===== config.mk =====
export PLATFORM = sky130hd
export DESIGN_NAME = uart_cmd_rx
export DESIGN_NICKNAME = d
export VERILOG_FILES = /design/src/rtl/uart_cmd_rx.sv
export SDC_FILE = /design/constraint.sdc
export NUM_CORES = 1
export LEC_CHECK = 0
export CAP_MARGIN = 15
export CORE_MARGIN = 4
export CORE_UTILIZATION = 45
export CTS_BUF_LIST = sky130_fd_sc_hd__clkbuf_8 sky130_fd_sc_hd__clkbuf_16
export DETAILED_ROUTE_END_ITERATION = 6
export PLACE_DENSITY = 0.69
export REMOVE_ABC_BUFFERS = 1
export SYNTH_ARGS = -nofsm -noshare
export SYNTH_HDL_FRONTEND = slang
export SYNTH_SLANG_ARGS = --single-unit

===== constraint.sdc =====
create_clock -name clk -period 5.6 [get_ports clk]
set_input_delay 0.84 -clock clk [delete_from_list [all_inputs] [get_ports clk]]
set_output_delay 0.84 -clock clk [all_outputs]
set_load 0.1 [all_outputs]

===== src/rtl/uart_cmd_rx.sv =====
// rtl/uart_cmd_rx.sv - 8N1 serial command receiver with rdy/clr_rdy handshake and error flags
module uart_cmd_rx #(
    parameter int BAUD_DIV = 2604,
    parameter int HALF_DIV = BAUD_DIV / 2
) (
    input  logic       clk,
    input  logic       rst,
    input  logic       RX,
    input  logic       clr_rdy,
    output logic [7:0] rx_data,
    output logic       rdy,
    output logic       frm_err,
    output logic       ovr_err
);
    localparam int CW = $clog2(BAUD_DIV + 1);
    localparam logic [CW-1:0] HALF_LD = CW'(HALF_DIV - 1);
    localparam logic [CW-1:0] BAUD_LD = CW'(BAUD_DIV - 1);

    typedef enum logic [2:0] {IDLE, START, DATA, STOP, BRK} state_t;

    state_t        state_q;
    logic          rx_meta_q, rx_s_q;
    logic [CW-1:0] cnt_q;
    logic [3:0]    bit_cnt_q;
    logic [7:0]    shift_q;
    logic [7:0]    rx_data_q;
    logic          rdy_q, frm_err_q, ovr_err_q;
    logic          tick_d;

    always_comb begin
        tick_d = (cnt_q == '0);
    end

    always_ff @(posedge clk) begin
        if (rst) begin
            state_q   <= IDLE;
            rx_meta_q <= 1'b1;
            rx_s_q    <= 1'b1;
            cnt_q     <= '0;
            bit_cnt_q <= '0;
            shift_q   <= '0;
            rx_data_q <= '0;
            rdy_q     <= 1'b0;
            frm_err_q <= 1'b0;
            ovr_err_q <= 1'b0;
        end else begin
            rx_meta_q <= RX;
            rx_s_q    <= rx_meta_q;
            if (!tick_d) begin
                cnt_q <= cnt_q - 1'b1;
            end
            // A completing frame below overrides this clear in the same cycle.
            if (clr_rdy) begin
                rdy_q     <= 1'b0;
                ovr_err_q <= 1'b0;
            end
            case (state_q)
                IDLE: begin
                    if (!rx_s_q) begin
                        cnt_q   <= HALF_LD;
                        state_q <= START;
                    end
                end
                START: begin
                    if (tick_d) begin
                        if (rx_s_q) begin
                            state_q <= IDLE;
                        end else begin
                            cnt_q     <= BAUD_LD;
                            bit_cnt_q <= '0;
                            state_q   <= DATA;
                        end
                    end
                end
                DATA: begin
                    if (tick_d) begin
                        shift_q   <= {rx_s_q, shift_q[7:1]};
                        bit_cnt_q <= bit_cnt_q + 4'd1;
                        cnt_q     <= BAUD_LD;
                        if (bit_cnt_q == 4'd7) begin
                            state_q <= STOP;
                        end
                    end
                end
                STOP: begin
                    if (tick_d) begin
                        if (rx_s_q) begin
                            rx_data_q <= shift_q;
                            rdy_q     <= 1'b1;
                            frm_err_q <= 1'b0;
                            ovr_err_q <= clr_rdy ? 1'b0 : (ovr_err_q | rdy_q);
                            state_q   <= IDLE;
                        end else begin
                            frm_err_q <= 1'b1;
                            state_q   <= BRK;
                        end
                    end
                end
                BRK: begin
                    // Held-low line: wait for release before hunting for a start edge.
                    if (rx_s_q) begin
                        state_q <= IDLE;
                    end
                end
                default: state_q <= IDLE;
            endcase
        end
    end

    assign rx_data = rx_data_q;
    assign rdy     = rdy_q;
    assign frm_err = frm_err_q;
    assign ovr_err = ovr_err_q;
endmodule


# Word level (Yosys, flattened, before mapping)

Index checks and enable logic that the tools add are counted.

Word-level logic and storage cells: 62
Bits of input ports: 4
Output and inout port bits: 11
Flip-flop bits (word level): 40

Mux-type cells: 29
Add/subtract/negate cells: 2
Reduce and logical (&&, ||, !) cells: 8
Bitwise logic cells: 1
Eq/ne operators: 12

Operator list:

| operator                | number |
|---|---|
| $mux W12                | 5 |
| $pmux W12 S3            | 1 |
| $mux W3                 | 7 |
| $pmux W3 S5             | 1 |
| $ne A2 B2 Y1 const B    | 7 |
| $logic_not A12 Y1       | 1 |
| $mux W4                 | 3 |
| $sub A12 B1 Y12 const B | 1 |
| $mux W1                 | 10 |
| $pmux W4 S2             | 1 |
| $eq A3 B2 Y1 const B    | 2 |
| $reduce_and A6 Y1       | 1 |
| $add A4 B1 Y4 const B   | 1 |
| $eq A4 B3 Y1 const B    | 1 |
| $reduce_and A2 Y1       | 2 |
| $reduce_and A4 Y1       | 1 |
| $eq A3 B1 Y1 const B    | 1 |
| $eq A3 B3 Y1 const B    | 1 |
| $logic_not A3 Y1        | 1 |
| $reduce_and A3 Y1       | 1 |
| $mux W2                 | 1 |
| $reduce_bool A2 Y1      | 1 |
| $or A1 B1 Y1            | 1 |

# Longest topological paths before layout

Gate-level depths: netlist (run 1).

Depth in word-level cells: 5
Depth in mapped cells: 10
Mapped depth without buffers: 9

# Worst setup path after synthesis (run 1)

OpenSTA, ideal clock, no wires.

Path type: reg2reg
From: register cnt_q[0]
To: register cnt_q[0]
Required time: 5509 ps
Arrival: 2186 ps
Setup time: 91 ps
Slack: 3323 ps
Period minus slack after synthesis: 2277 ps
Buffers on the path: 1
Stages on the path, launching flop included: 11
Cell sequence: dfxtp_1 > inv_1 > ha_1 > nor4b_4 > and3_1 > inv_2 > buf_2 > ha_1 > inv_1 > a221o_1 > a311oi_1

Longest elaborated chain between the ends: 5
Elaborated cells between the ends (all ways): 8
Those cells by class: add/sub (1); mux (6); reduce/logical (1)

RTL lines:

| item                                                 | line   | source |
|---|---|---|
| start: declaration                                   | 23     | `logic [CW-1:0] cnt_q;` |
| start signal: assignment                             | 50     | `cnt_q <= cnt_q - 1'b1;` |
| $sub A12 B1 Y12 or $logic_not A12 Y1 (tied branches) | 50, 31 |  |
| $mux W12                                             | 49     | `if (!tick_d) begin` |
| $mux W12                                             | 66     | `if (rx_s_q) begin` |
| $mux W12                                             | 65     | `if (tick_d) begin` |
| $pmux W12 S3 (*)                                     | 57     | `case (state_q)` |

Mark *: on every way between the ends. The rest lies on a longest branch, timed or not.
A chain may end at the register's enable or synchronous reset.

# Worst setup path after layout (run 1)

Same ends and word-level chain as after synthesis.

==> run summary, run 1 <==
M1 GR Usage -> 0.220
Buffers on Ports -> 14
Starting DRT DRC Count -> 89
Post-synth cell types -> 48
Peak per-stage delay on the critical path -> 0.74 ns
Critical Path AT -> 3.30 ns
Synth Area in Compound Gates -> 0.171
Slew at the pin with the worst max-slew slack -> 0.975 ns
Layout net count -> 232
Die Area -> 5350 um^2
Routed wire per std cell -> 14.0 um
Post-placement cell count -> 267
Placed cell area -> 2070 um^2
Layout Utilization -> 0.533
Largest cells by area after synthesis -> dfxtp_1, mux2i_1, a21oi_1
Hold Crit Start -> rx_meta_q$_SDFF_PP1_
Combinational family with the most area after synthesis -> simple AND/OR/NAND/NOR gates
Reg area -> 801 um^2
N_diodes -> 0
Yosys top cell by area -> dfxtp_1
Initial antenna violation count -> 0
Met3 Usage GRT -> 0.0468
Final setup TNS -> 0 ns
Most frequent cells after synthesis -> dfxtp_1, a21oi_1, nor2_1, nand3_1, mux2i_1
Final setup fails -> 0
Starting Density -> 0.470
Hold Path End -> rx_s_q$_SDFF_PP1_
GR Overflow Total -> 0
Slowest cell on crit path -> and3_1
CTS buffer count -> 5
CTS tree -> built
Final Cell Area -> 2160 um^2
Max Cap Viol -> 0
Worst-path cell chain -> inv_1 > ha_1 > nor4b_4 > and3_1 > inv_2 > ha_1 > inv_1 > a221o_1 > a311oi_1
Final hold vios -> 0
Worst-Skew Late Latency -> 0.28 ns
Net Sw Power -> 0.339 mW
Cell count after synthesis -> 214
Switching fraction of total power -> 0.374
Hold_buf cts -> 0
Synth Flop Type -> dfxtp_1
Sequential Power Share -> 0.419
Synth Area in XOR/XNOR -> 0.0275
Busiest grt layer -> met2
Clock power share -> 0.214
Adder-Cell Fraction of Synth Area -> 0.0262
Mapped Area -> 1910 um^2
Logic gate share of total power -> 0.367
Vias -> 1569
Internal power -> 0.568 mW
Ports -> 15
Max Clk Rate -> 323 MHz
Area taken by multi-input logic gates -> 1020 um^2
First-pass GRT wire length -> 6580 um
Worst vdd ir -> 200 uV
RSZ-0062 raised after global routing -> no
Post-DRT Antenna Nets -> 0
Mux cell area share after synthesis -> 0.0584
FF-to-FF path depth -> 9
Fin. max-slew vios -> 0
Filler cell count -> 381
Part of the cycle the worst path needs -> 0.553
Pwr Density -> 419 nW/um^2
Hold/Removal Path Class -> flop to flop
Clk sink count -> 40
Reg-to-reg slack, setup -> 2.50 ns
Number of global-route vias before repair -> 1396
Crit Path Max Fanout -> 20
Vias per Instance -> 5.71
CTS root buf -> clkbuf_8
Critical Path End Type -> flop
Die X -> 73.1 um
Skew final -> 0.00733 ns
Post-Synth Simple-Gate Area -> 0.252
Detailed placement HPWL -> 2610 um
Sequential area share after synthesis -> 0.420
Reg-to-Reg Start -> cnt_q[0]$_SDFF_PP0_
Die Height -> 73.1 um
H-tree Lvls -> 2
Number of synthesized flops with an enable pin -> 0
RR Endpoint -> cnt_q[0]$_SDFF_PP0_
# resized after CTS -> 0
Number of cell rows -> 23
Async set or reset register ratio after synthesis -> 0
Share of cells above drive strength 1 -> 0.0889
Met2 Track Usage GR -> 0.226
Mean post-synth cell area -> 8.92 um^2
Yosys warns -> 0
Synth top area share -> 0.420
Largest net degree at the start of global routing -> 42
DRT Pass-1 Iters -> 4
Top-count cell post-synth -> dfxtp_1
Core Region -> 4060 um^2
Clock transition at path regs -> 0.08 ns
RePlAce Congestion -> 0.774
Post-CTS Setup Repair Bufs -> 0
Setup CP Type -> flop to flop
Worst Hold Depth -> 1
Routed WL -> 3850 um
GR Util All Layers -> 0.156
CP startpoint kind -> flop
Fin cells -> 275
DRC -> 0
Flops & latches, synth -> 40
Status -> finished, final reports clean
Synth-to-layout area growth -> 13.3%
CTS Buffer Depth -> 2
Relative slew margins -> 0.348
Critical Path RT -> 5.80 ns
Pleak -> 0.807 nW
Min Clock Period, post-route -> 3.10 ns
==> kinds of logic after synthesis <==
| group | Yosys count |
|---|---|
| AOI/OAI and AO/OA | 50 |
| xor gates and xnor gates | 6 |
| adders and majority gates | 4 |
| buffers and inverters | 21 |
| DFF | 40 |
| muxes | 11 |
| and+or+nand+nor | 82 |
==> worst max path at each step <==
| stage | from | end | slack (ns) | cells past startpoint |
|---|---|---|---|---|
| after floorplan | cnt_q[0]$_SDFF_PP0_ | cnt_q[0]$_SDFF_PP0_ | 3.02 | 9 |
| after global placement | cnt_q[0]$_SDFF_PP0_ | cnt_q[0]$_SDFF_PP0_ | 2.66 | 9 |
| after detailed placement | cnt_q[0]$_SDFF_PP0_ | cnt_q[0]$_SDFF_PP0_ | 2.55 | 9 |
| after CTS | cnt_q[0]$_SDFF_PP0_ | cnt_q[0]$_SDFF_PP0_ | 2.52 | 9 |
| after global routing | cnt_q[0]$_SDFF_PP0_ | cnt_q[0]$_SDFF_PP0_ | 2.31 | 9 |
| final | cnt_q[0]$_SDFF_PP0_ | cnt_q[0]$_SDFF_PP0_ | 2.50 | 9 |
==> registers in the layout, indices dropped and copies added (netlist names) <==
register,count
state_q,3
bit_cnt_q,4
frm_err,1
rx_data,8
rdy,1
cnt_q,12
ovr_err,1
rx_meta_q,1
shift_q,8
rx_s_q,1
==> routing by layer <==
layer  wire length [um]  part of all wire
met1               1880              0.49
met2               1760              0.46
met3                188             0.049
met4                 23            0.0060
met5                  0                 0
==> power by group through the flow <==
stage               Clock, mW  Combinational, mW  Sequential, mW
floorplan                   0              0.271           0.375
global placement            0              0.327           0.384
detailed placement          0              0.332           0.386
CTS                     0.201              0.335           0.379
global route            0.215              0.374           0.387
finish                  0.194              0.333           0.380
==> through the flow <==
stage          hold slack (ns)  setup slack [ns]  power [mW]
2_1_floorplan            0.389              3.02       0.646
3_3_place_gp             0.393              2.66       0.711
3_5_place_dp             0.397              2.55       0.719
4_1_cts                  0.417              2.52       0.915
5_1_grt                  0.434              2.31       0.975
6_report                 0.412              2.50       0.907
==> critical path, delay by kind of cell (launching register included) <==
family | cells | cell delay, ns
flip-flops | 1 | 0.35
adder cells (fa/ha/maj) | 2 | 0.53
buffers and inverters | 3 | 0.42
AO/OA/AOI/OAI | 2 | 0.58
AND/OR/NAND/NOR | 2 | 1.14
==> cells in the final DEF (no fill, tap or decap), types with 7 or more instances in the layout <==
cell	instances
o21ai_0	8
nand2b_1	7
a21oi_1	17
nand3_1	16
nor2_1	17
inv_1	7
nand2_1	8
clkdlybuf4s50_1	14
mux2i_1	10
dfxtp_1	40
==> area by class of cell <==
| type | instances | area share |
|---|---|---|
| clock buffer | 6 | 0.0382 |
| clock inverter | 2 | 0.00463 |
| inverter | 8 | 0.0139 |
| multi-input combinational | 153 | 0.472 |
| sequential | 40 | 0.370 |
| tap | 50 | 0.0289 |
| timing repair buffer | 16 | 0.0718 |
(Power assumes the default switching activity.)
==> run 2, diff against run 1 <==
==> constraint.sdc (replaced) <==
create_clock -name clk -period 3.2 [get_ports clk]
set_input_delay 0.48 -clock clk [delete_from_list [all_inputs] [get_ports clk]]
set_output_delay 0.48 -clock clk [all_outputs]
set_load 0.1 [all_outputs]
==> run 2 against run 1 <==
  * Total power grew 85%
  * Sequential cell count unchanged
  * Count of clock-buffer cells in the layout down 1
  * Highest routed layer unchanged
  * Utilization up 0.43 points
  * Non-clock buffer count rose by 1
  * Largest power group unchanged
  * Clock skew hardly changed
  * Largest cell class unchanged
==> run summary, run 2 (synthesized netlist as in run 1, its figures left out) <==
Ports -> 15
Reg area -> 801 um^2
RSZ-0062 raised after global routing -> no
Die X -> 73.1 um
Detailed placement HPWL -> 2600 um
Most frequent cells in the layout -> dfxtp_1, a21oi_1, nor2_1
Final setup TNS -> 0 ns
Relative slew margins -> 0.350
Synth-to-layout area growth -> 14.2%
Core Region -> 4060 um^2
RePlAce Congestion -> 0.825
FF-to-FF path depth -> 9
Vias -> 1573
Worst-path cell chain -> inv_1 > ha_1 > nor4b_4 > and3_1 > inv_2 > ha_1 > inv_1 > a221o_1 > a311oi_1
First-pass GRT wire length -> 6620 um
Worst vdd ir -> 365 uV
Starting DRT DRC Count -> 85
Number of cell rows -> 23
Reg-to-Reg Start -> cnt_q[0]$_SDFF_PP0_
Max Clk Rate -> 416 MHz
Crit path launch -> cnt_q[0]$_SDFF_PP0_
Critical Path AT -> 2.62 ns
Largest net degree at the start of global routing -> 42
Clk sink count -> 40
Filler cell count -> 371
Max reg flops -> 12
Post-DRT Antenna Nets -> 0
Critical Path RT -> 3.42 ns
Number of global-route vias before repair -> 1444
Hold/Removal Path Class -> flop to flop
Slew at the pin with the worst max-slew slack -> 0.971 ns
Biggest register -> cnt_q
Reg-to-reg slack, setup -> 0.80 ns
Routed WL -> 3930 um
Routed wire per std cell -> 14.2 um
Final setup fails -> 0
Pleak -> 0.825 nW
Critical Path End Type -> flop
Worst-Skew Late Latency -> 0.30 ns
Starting Density -> 0.470
Min Hold Slack -> 0.415 ns
CTS tree -> built
GR Overflow Total -> 0
Min Clock Period, post-route -> 2.40 ns
Fin. max-slew vios -> 0
CP Depth -> 9
Pwr Density -> 768 nW/um^2
Worst path bufs/invs -> 3
End of the critical path -> cnt_q[0]$_SDFF_PP0_
CTS buffer count -> 5
Part of the cycle the worst path needs -> 0.751
RR Endpoint -> cnt_q[0]$_SDFF_PP0_
Crit Path Max Fanout -> 12
Hold_buf cts -> 0
Die Height -> 73.1 um
Initial antenna violation count -> 0
CTS root buf -> clkbuf_8
Status -> finished, final reports clean
GR Util All Layers -> 0.158
Final hold vios -> 0
Buffers on Ports -> 14
Max Cap Viol -> 0
CP startpoint kind -> flop
Skew final -> 0.00700 ns
# resized after CTS -> 0
H-tree Lvls -> 2
Setup CP Type -> flop to flop
CTS Buffer Depth -> 2
Area taken by multi-input logic gates -> 1020 um^2
N_diodes -> 0
DRC -> 0
Clock transition at path regs -> 0.08 ns
Slowest cell on crit path -> nor4b_4
Vias per Instance -> 5.70
Post-CTS Setup Repair Bufs -> 0
DRT Pass-1 Iters -> 5
Share of cells above drive strength 1 -> 0.0973
Layout net count -> 233
Die Area -> 5350 um^2
Delay-heaviest family, CP -> simple AND/OR/NAND/NOR gates
Most common cell after layout, fill and taps aside -> dfxtp_1
Peak per-stage delay on the critical path -> 0.40 ns
run 2: changes by cell type in the layout (fill, tap and decap cells not counted):
cell | previous run | this run
clkdlybuf4s50_1 | 14 | 12
clkinv_2 | 2 | 1
bufinv_16 | 0 | 1
buf_4 | 2 | 5
inv_1 | 7 | 8
clkbuf_8 | 6 | 5
run 2: layer usage:
layer	track usage	wire length, um	up-vias
li1	-	-	805
met1	0.216	1890	724
met2	0.240	1810	39
met5	0	0	-
met3	0.0372	189	5
met4	0.0635	41	0
run 2: worst register-to-register path, stage by stage (launching register included):
cell and delay [ns]:
dfxtp_1 0.35, inv_1 0.12, ha_1 0.16, nor4b_4 0.40
and3_1 0.27, inv_2 0.11, ha_1 0.31, inv_1 0.04
a221o_1 0.33, a311oi_1 0.24
run 2: cell type report:
class	count	area share
repair buffers	17	0.0723
clock buffers	5	0.0316
flip-flops and latches	40	0.367
well taps	50	0.0287
clock inverters	3	0.0178
multi-input cells	153	0.468
inverters	8	0.0138
run 2: worst min path at each step:
stage | slack (ns) | end | cells past startpoint | from
floorplan | 0.39 | rx_s_q$_SDFF_PP1_ | 1 | rx_meta_q$_SDFF_PP1_
global route | 0.43 | rx_s_q$_SDFF_PP1_ | 1 | rx_meta_q$_SDFF_PP1_
finish | 0.41 | rx_s_q$_SDFF_PP1_ | 1 | rx_meta_q$_SDFF_PP1_
CTS | 0.42 | rx_s_q$_SDFF_PP1_ | 1 | rx_meta_q$_SDFF_PP1_
global placement | 0.40 | rx_s_q$_SDFF_PP1_ | 1 | rx_meta_q$_SDFF_PP1_
detailed placement | 0.40 | rx_s_q$_SDFF_PP1_ | 1 | rx_meta_q$_SDFF_PP1_
run 2: report_power, final:
part,internal [mW],switching [mW],leakage (nW)
clock network,0.228,0.181,0.0593
registers,0.567,0.0989,0.325
logic,0.264,0.335,0.441
total,1.06,0.614,0.825
run 2: per-stage QoR:
stage	cells	util	worst slack [ns]	total power [mW]	cell area (um^2)
floorplan	201	-	0.615	1.13	1850
global placement	268	0.511	0.896	1.26	2070
detailed placement	268	0.511	0.826	1.27	2070
CTS	276	0.537	0.815	1.68	2180
global route	276	0.537	0.614	1.78	2180
finish	276	0.537	0.797	1.67	2180
==> run 3, diff against run 2 <==
==> constraint.sdc (replaced) <==
create_clock -name clk -period 2.3 [get_ports clk]
set_input_delay 0.345 -clock clk [delete_from_list [all_inputs] [get_ports clk]]
set_output_delay 0.345 -clock clk [all_outputs]
set_load 0.1 [all_outputs]
==> run 3 against run 2 <==
  * Total power up 47%
  * Count of clock-buffer cells in the layout unchanged
  * Clock power up 43%
  * Register-to-register slack worse by 0.59 ns
  * Sequential cell count unchanged
  * Final area up 2.6%
  * Worst setup slack worse by 0.59 ns
  * Non-clock buffer count up 8
  * Combinational power up 58%
  * Via count up 1.1%
  * Largest power group is now combinational logic
  * Highest routed layer unchanged
==> run summary, run 3 (synthesized netlist as in run 1, its figures left out) <==
CTS tree -> built
Biggest register -> cnt_q
Net Sw Power -> 0.893 mW
Part of the cycle the worst path needs -> 0.908
CTS buffer count -> 5
Vias -> 1591
N_diodes -> 0
FF-to-FF path depth -> 9
Critical Path AT -> 2.30 ns
Routed WL -> 3910 um
Final hold vios -> 0
Share of cells above drive strength 1 -> 0.171
GR Util All Layers -> 0.165
Worst vdd ir -> 493 uV
H-tree Lvls -> 2
Layout net count -> 241
GR Overflow Total -> 0
Status -> finished, final reports clean
Sequential Power Share -> 0.377
Hold/Removal Path Class -> flop to flop
Worst-Skew Late Latency -> 0.30 ns
Switching fraction of total power -> 0.364
Clk sink count -> 40
Post-DRT Antenna Nets -> 0
Routed wire per std cell -> 13.8 um
Die Height -> 73.1 um
Setup CP Type -> flop to flop
Most common cell after layout, fill and taps aside -> dfxtp_1
Fin. max-slew vios -> 0
Pwr Density -> 1100 nW/um^2
DR WL met2 -> 1830 um
Initial antenna violation count -> 0
Final Cell Area -> 2240 um^2
CP startpoint kind -> flop
Largest net degree at the start of global routing -> 20
CTS Buffer Depth -> 2
Detailed placement HPWL -> 2810 um
PnR worst setup slack -> 0.211 ns
Slew at the pin with the worst max-slew slack -> 0.579 ns
Critical Path End Type -> flop
Met1 wire length -> 1860 um
DRC -> 0
Ports -> 15
Setup slack at placement -> 0.234 ns
Met3 Wirelength -> 165 um
Number of cell rows -> 23
Max reg flops -> 12
Pleak -> 0.883 nW
Max layer used -> met4
Clock power share -> 0.238
Hold_buf cts -> 0
Clock transition at path regs -> 0.08 ns
Vias per Instance -> 5.60
Placed cell area -> 2120 um^2
Number of global-route vias before repair -> 1532
Worst Hold Depth -> 1
Starting DRT DRC Count -> 75
Crit Path Max Fanout -> 5
Final setup fails -> 0
Internal power -> 1.56 mW
Synth-to-layout area growth -> 17.2%
Min Clock Period, post-route -> 2.09 ns
Die Area -> 5350 um^2
Critical Path RT -> 2.51 ns
CTS root buf -> clkbuf_8
RSZ-0062 raised after global routing -> no
Skew final -> 0.00671 ns
Max Clk Rate -> 479 MHz
Relative slew margins -> 0.613
Die X -> 73.1 um
Starting Density -> 0.470
Logic gate share of total power -> 0.385
# resized after CTS -> 0
Most frequent cells in the layout -> dfxtp_1, buf_4, a21oi_1, nor2_1, nand3_1
Buffers on Ports -> 14
Max Cap Viol -> 0
Post-CTS Setup Repair Bufs -> 0
RePlAce Congestion -> 0.753
First-pass GRT wire length -> 6880 um
DRT Pass-1 Iters -> 4
Core Region -> 4060 um^2
run 3: changes by cell type in the layout (fill, tap and decap cells not counted), sizes merged:
cell / change
clkinv: -1
clkinvlp: +1
clkdlybuf4s50: -9
buf: +17
run 3: worst paths after layout:
check,slack [ns],endpoint,from
worst max-delay path,0.21,cnt_q[0]$_SDFF_PP0_,cnt_q[0]$_SDFF_PP0_
worst min register to register,0.41,rx_s_q$_SDFF_PP1_,rx_meta_q$_SDFF_PP1_
worst min-delay path,0.41,rx_s_q$_SDFF_PP1_,rx_meta_q$_SDFF_PP1_
worst max register to register,0.21,cnt_q[0]$_SDFF_PP0_,cnt_q[0]$_SDFF_PP0_
run 3: per-stage QoR:
| step | total power [mW] | utilization | std cells | TNS (ns) | hold slack, ns |
|---|---|---|---|---|---|
| after detailed placement | 1.87 | 0.523 | 276 | 0 | 0.395 |
| after CTS | 2.47 | 0.551 | 284 | 0 | 0.415 |
| after global routing | 2.62 | 0.551 | 284 | 0 | 0.454 |
| final | 2.45 | 0.551 | 284 | 0 | 0.413 |
| after global placement | 1.87 | 0.523 | 276 | 0 | 0.391 |
| after floorplan | 1.57 | - | 201 | -0.285 | 0.389 |
run 3: cell type report:
type	instances	area, um^2
Fill cell	393	1820
Multi-Input combinational cell	153	1020
Sequential cell	40	801
Timing Repair Buffer	25	208
Clock buffer	5	68.8
Tap cell	50	62.6
Clock inverter	3	46.3
Inverter	8	30.0
run 3: power by group through the flow:
stage / Combinational (mW) / Clock (mW) / Sequential, mW
3_3_place_gp: 0.933 / 0 / 0.932
3_5_place_dp: 0.933 / 0 / 0.940
6_report: 0.945 / 0.585 / 0.924
5_1_grt: 1.04 / 0.638 / 0.940
2_1_floorplan: 0.660 / 0 / 0.913
4_1_cts: 0.945 / 0.600 / 0.923
run 3: critical path, cell delays in order, from the launching register on:
cell      delay (ns)
dfxtp_1         0.35
inv_1           0.12
ha_1            0.17
nor4b_4         0.20
and3_1          0.22
inv_2           0.05
ha_1            0.29
inv_1           0.04
a221o_1         0.33
a311oi_1        0.25
run 3: layer usage:
layer  up-vias  track usage
met3         6       0.0510
met4         0       0.0574
met5         -            0
met2        25        0.260
met1       742        0.211
li1        818            -
